==> config.mk <==
export PLATFORM = sky130hd
export DESIGN_NAME = branch_predictor
export DESIGN_NICKNAME = d
export VERILOG_FILES = /design/src/rtl/branch_predictor.sv
export SDC_FILE = /design/constraint.sdc
export NUM_CORES = 2
export LEC_CHECK = 0
export CORE_UTILIZATION = 60
export DETAILED_ROUTE_END_ITERATION = 6
export GPL_TIMING_DRIVEN = 0
export PLACE_DENSITY_LB_ADDON = 0.2
export REMOVE_ABC_BUFFERS = 1
export SKIP_CTS_REPAIR_TIMING = 1
export SLEW_MARGIN = 10
export SYNTH_ARGS = -nofsm -noshare
export SYNTH_HDL_FRONTEND = slang
export SYNTH_SLANG_ARGS = --single-unit
==> constraint.sdc <==
create_clock -name clk -period 8.2 [get_ports clk]
set_input_delay 1.64 -clock clk [delete_from_list [all_inputs] [get_ports clk]]
set_output_delay 1.64 -clock clk [all_outputs]
set_load 0.005 [all_outputs]
==> src/rtl/branch_predictor.sv <==
// Direct-mapped branch target buffer with 2-bit direction counters,
// execute-stage misprediction detection and saturating perf counters.
module branch_predictor #(
    parameter int DATA_WIDTH = 32,
    parameter int ENTRIES    = 16,
    parameter int CNT_W      = 16
) (
    input  logic                  clk,
    input  logic                  rst,
    input  logic [DATA_WIDTH-1:0] pc_f,
    output logic                  pred_taken_f,
    output logic [DATA_WIDTH-1:0] pred_target_f,
    input  logic                  update_en_e,
    input  logic [DATA_WIDTH-1:0] pc_e,
    input  logic                  is_jump_e,
    input  logic                  taken_e,
    input  logic [DATA_WIDTH-1:0] target_e,
    input  logic                  pred_taken_e,
    input  logic [DATA_WIDTH-1:0] pred_target_e,
    output logic                  mispredict_e,
    output logic [DATA_WIDTH-1:0] redirect_pc_e,
    output logic [CNT_W-1:0]      branch_cnt,
    output logic [CNT_W-1:0]      mispredict_cnt
);

    localparam int IDX_W = $clog2(ENTRIES);
    localparam int TAG_W = DATA_WIDTH - IDX_W - 2;

    logic                  valid_q [ENTRIES];
    logic                  valid_d [ENTRIES];
    logic [TAG_W-1:0]      tag_q   [ENTRIES];
    logic [TAG_W-1:0]      tag_d   [ENTRIES];
    logic [1:0]            ctr_q   [ENTRIES];
    logic [1:0]            ctr_d   [ENTRIES];
    logic [DATA_WIDTH-1:0] tgt_q   [ENTRIES];
    logic [DATA_WIDTH-1:0] tgt_d   [ENTRIES];

    logic [CNT_W-1:0] branch_cnt_q;
    logic [CNT_W-1:0] branch_cnt_d;
    logic [CNT_W-1:0] mispredict_cnt_q;
    logic [CNT_W-1:0] mispredict_cnt_d;

    logic [IDX_W-1:0] idx_f;
    logic [TAG_W-1:0] tag_f;
    logic             hit_f;
    logic [IDX_W-1:0] idx_e;
    logic [TAG_W-1:0] tag_e;
    logic             hit_e;

    // Byte-offset bits never take part in indexing or tagging.
    logic unused_offset;
    assign unused_offset = ^{pc_f[1:0], pc_e[1:0]};

    assign idx_f = pc_f[IDX_W+1:2];
    assign tag_f = pc_f[DATA_WIDTH-1:IDX_W+2];
    assign hit_f = valid_q[idx_f] && (tag_q[idx_f] == tag_f);

    assign pred_taken_f  = hit_f && ctr_q[idx_f][1];
    assign pred_target_f = pred_taken_f ? tgt_q[idx_f]
                                        : pc_f + DATA_WIDTH'(4);

    assign idx_e = pc_e[IDX_W+1:2];
    assign tag_e = pc_e[DATA_WIDTH-1:IDX_W+2];
    assign hit_e = valid_q[idx_e] && (tag_q[idx_e] == tag_e);

    assign mispredict_e = update_en_e &&
        ((taken_e != pred_taken_e) ||
         (taken_e && (target_e != pred_target_e)));

    assign redirect_pc_e = taken_e ? target_e
                                   : pc_e + DATA_WIDTH'(4);

    assign branch_cnt     = branch_cnt_q;
    assign mispredict_cnt = mispredict_cnt_q;

    always_comb begin
        valid_d = valid_q;
        tag_d   = tag_q;
        ctr_d   = ctr_q;
        tgt_d   = tgt_q;
        if (update_en_e) begin
            if (hit_e) begin
                if (is_jump_e) begin
                    ctr_d[idx_e] = 2'b11;
                end else if (taken_e) begin
                    if (ctr_q[idx_e] != 2'b11)
                        ctr_d[idx_e] = ctr_q[idx_e] + 2'd1;
                end else if (ctr_q[idx_e] != 2'b00) begin
                    ctr_d[idx_e] = ctr_q[idx_e] - 2'd1;
                end
                if (taken_e)
                    tgt_d[idx_e] = target_e;
            end else if (taken_e) begin
                // Not-taken misses are not worth a slot.
                valid_d[idx_e] = 1'b1;
                tag_d[idx_e]   = tag_e;
                tgt_d[idx_e]   = target_e;
                ctr_d[idx_e]   = is_jump_e ? 2'b11 : 2'b10;
            end
        end
    end

    always_comb begin
        branch_cnt_d     = branch_cnt_q;
        mispredict_cnt_d = mispredict_cnt_q;
        if (update_en_e && (branch_cnt_q != '1))
            branch_cnt_d = branch_cnt_q + CNT_W'(1);
        if (mispredict_e && (mispredict_cnt_q != '1))
            mispredict_cnt_d = mispredict_cnt_q + CNT_W'(1);
    end

    always_ff @(posedge clk) begin
        if (!rst) begin
            for (int i = 0; i < ENTRIES; i++) begin
                valid_q[i] <= 1'b0;
                tag_q[i]   <= '0;
                ctr_q[i]   <= 2'b01;
                tgt_q[i]   <= '0;
            end
            branch_cnt_q     <= '0;
            mispredict_cnt_q <= '0;
        end else begin
            valid_q          <= valid_d;
            tag_q            <= tag_d;
            ctr_q            <= ctr_d;
            tgt_q            <= tgt_d;
            branch_cnt_q     <= branch_cnt_d;
            mispredict_cnt_q <= mispredict_cnt_d;
        end
    end

endmodule

==> results by group <==
Flow run
  • Max cap viols: 0

Logic synthesis
  • Yosys cell types: between 60 and 70
  • Register area share after synthesis: 39.5%
  • Number of enable flip-flop cells after synthesis: 0
  • Synthesized instance count: between 5000 and 6000
  • Mapped cell area: 51100 um2
  • Synth warn: 0
  • Asr flop ratio synth: 0%
  • Mean Syn Cell Area: about 8.6 um2
  • FF+latch count, synth: between 1000 and 1500
  • Main synth FF type: dfxtp_1

Timing
  • Least-Margin Pin Slew: roughly 1.3 ns
  • Fmax: about 120 MHz
  • Slew Limit Fails: 0
  • RSZ-0062 raised after global routing: no
  • Max-slew headroom: ~15%
  • Final min period: about 8.3 ns
  • Setup Skew: around 0.028 ns
  • Final setup margin: -0.147 ns
  • Final period util: 102%
  • Setup violators final: 2
  • Final hold violations: 0

Clocking
  • Clock Root Buffer: clkbuf_16
  • H-tree Lvls: 3
  • Clk buf depth: 3
  • CTS sink cnt: ~1000
  • Total CTS buffers: between 100 and 150
  • Clk_lat worst skew: ~0.70 ns
  • Worst-path clk slew: 0.06 ns
  • CTS tree: yes

Global routing
  • Total congestion overflow: 0
  • Vias in the first global route: around 46000
  • Largest net degree at the start of global routing: 141
  • Initial antenna violation count: 27
  • Total track usage: between 40 and 50%
  • First-pass GRT wire length: ~290 mm

Setup path
  • FF-to-FF path depth: 11
  • Arrival time of the worst setup path: roughly 6.7 ns
  • Reg2Reg Setup Slack: between 3 and 4 ns
  • Crit path launch type: input pin
  • Crit Path Class: input pin to output port
  • Worst Path Required: ~6.6 ns
  • Crit path largest cell delay: approximately 1.0 ns
  • Cell at the slowest stage of the critical path: nor4_1
  • Largest fanout on the critical path: 30
  • Critical R2R Launch: tag_q[137]$_SDFFE_PN0P_
  • Critical path capture point type: output port
  • Reg2Reg Capture Point: tag_q[68]$_SDFFE_PN0P_
  • CP Cell Sequence: buf_2 -> buf_12 -> inv_2 -> nor2_1 -> nand2_1 -> nor4_1 -> nand3_1 -> xor2_1 -> o21ai_0 -> clkdlybuf4s50_1

Power
  • Leak: between 15 and 20 nW
  • Total Power: 11.4 mW
  • P per Cell Area: between 150 and 200 nW/um2
  • Worst VDD drop: 0.000200 V

Drt
  • Drt drc: 17
  • Via count: around 50000
  • Post-DRT Antenna Nets: 0
  • Wl on met1: around 70 mm
  • Via density: around 7.2
  • Max Used Layer: met5
  • DR iter-0 viols: around 9400
  • WL met3: roughly 34 mm
  • Detail Route met2 WL: about 82 mm
  • Routed len/inst: between 20 and 30 um
  • Drt first pass iters: 7
  • WL final: slightly above 200 mm

Floorplanning
  • Die height: about 300 um
  • Site row count: 106
  • Initial Util: between 60% and 70%
  • IO Count: between 200 and 250
  • Die Area: ~86000 um2
  • Core Region: approximately 84000 um2
  • Die W: 294 um

Status
  • Status: finished, violations left
  • Violated checks: DRC, setup timing

Final layout
  • Fill count: about 6200
  • Layout cells sized above 1: between 10% and 20%
  • Area grow syn2layout: 15.3%
  • Nets: roughly 5900
  • Fin util: a little over two thirds

Min path
  • WHS Endpoint: tgt_q[474]$_SDFFE_PN0P_
  • HP Class: flip-flop to flip-flop
  • Worst hold path depth: 2
  • Min-delay src: tgt_q[474]$_SDFFE_PN0P_

Place
  • Gpl congestion: between 0.9 and 1
  • Post-DP HPWL: about 120 mm
  • Port bufs: 231
==> critical path: cells and delay by family <==
family / cells / cell delay, ns
buf+inv: 4 / 1.78
compound gates: 1 / 0.59
simple gates: 4 / 2.37
xor+xnor: 1 / 0.25
==> power by group <==
group	internal, mW	switching [mW]
registers	4.95	0.0438
clock network	3.21	2.14
logic	0.372	0.680
total	8.53	2.86
==> area by class of cell <==
class | count | area (um2) | area share [%]
diodes | 12 | 30.0 | 0.0510
multi-input cells | 4231 | 28300 | 48.1
clock inverters | 53 | 787 | 1.34
flip-flops and latches | 1008 | 20200 | 34.3
well taps | 1134 | 1420 | 2.41
inverters | 39 | 154 | 0.261
clock buffers | 142 | 3090 | 5.25
repair buffers | 346 | 4920 | 8.36
==> cell families after synthesis <==
kind of cell	share of synthesized area [%]
compound gates	16.5
xor+xnor	2.71
fa+ha+maj	0.221
buf+inv	5.66
flops	39.5
mux	18.7
simple gates	16.7
==> cells in the mapped netlist (all sizes together) (77+ instances only) <==
cell / instances / area (um2)
a21oi: 981 / 4910
buf: 123 / 679
clkbuf: 547 / 2060
dfxtp: 1008 / 20200
mux2i: 103 / 1030
mux4: 373 / 8400
nand2: 1198 / 4500
nand3: 479 / 2400
nor2: 109 / 409
o21ai: 487 / 2440
xnor2: 81 / 709
xor2: 77 / 674
==> worst max-delay path by stage <==
stage / slack [ns] / end / cells past startpoint / from
final: -0.15 / redirect_pc_e[26] / 10 / pc_e[4]
after global routing: 0.02 / pred_target_f[6] / 15 / pc_f[2]
after CTS: -0.52 / pred_target_f[6] / 15 / pc_f[2]
after detailed placement: -0.46 / pred_target_f[6] / 15 / pc_f[2]
after global placement: -29.74 / ctr_q[1]$_SDFFE_PN0P_ / 5 / rst
after floorplan: -14.16 / ctr_q[11]$_SDFFE_PN0P_ / 4 / rst
==> cells in the final DEF, fill, tap and decap left out, types with 7 or more instances in the layout <==
master	n
o21ai_1	14
nand2_4	16
buf_4	7
clkinv_2	20
nor3_1	11
o211ai_1	34
clkinvlp_4	9
clkdlybuf4s50_1	216
inv_1	34
and2_1	14
o21ai_0	473
clkbuf_8	24
and4_1	7
buf_12	45
mux4_2	373
mux2i_1	103
buf_6	8
nand4_1	69
nand2_1	1181
nand3_1	478
diode_2	12
xor2_1	77
dfxtp_1	1008
or3_1	10
clkbuf_1	9
bufinv_16	18
ha_1	9
nor2_4	16
nor4_1	14
xnor2_1	80
buf_16	53
nor2_1	92
a21oi_1	981
a22oi_1	48
and3_1	32
a22o_1	7
nor2b_1	9
clkbuf_16	113
==> layer usage <==
layer / global-route usage, % / vias to the layer above
met1: 59.5 / 23807
li1: - / 20679
met3: 17.1 / 1114
met5: 0 / -
met2: 63.1 / 4403
met4: 27.5 / 30
==> state kept, by name (all words and copies together), names as in the netlist <==
| register | cells |
|---|---|
| valid_q | 16 |
| branch_cnt | 16 |
| tgt_q | 512 |
| mispredict_cnt | 16 |
| ctr_q | 32 |
| tag_q | 416 |
==> stage by stage <==
| stage | hold WS, ns | cell area [um2] | std cells | setup WS [ns] | TNS [ns] |
|---|---|---|---|---|---|
| final | 0.452 | 58900 | 6965 | -0.147 | -0.189 |
| after global placement | 0.438 | 52000 | 6643 | -29.74 | - |
| after detailed placement | 0.444 | 54800 | 6749 | -0.456 | -5.12 |
| after floorplan | 0.433 | 48300 | 5278 | -14.16 | -7664.89 |
| after CTS | 0.451 | 58700 | 6944 | -0.520 | -6.91 |
| after global routing | 0.465 | 58900 | 6960 | 0.0167 | 0 |
(Power assumes the default switching activity.)
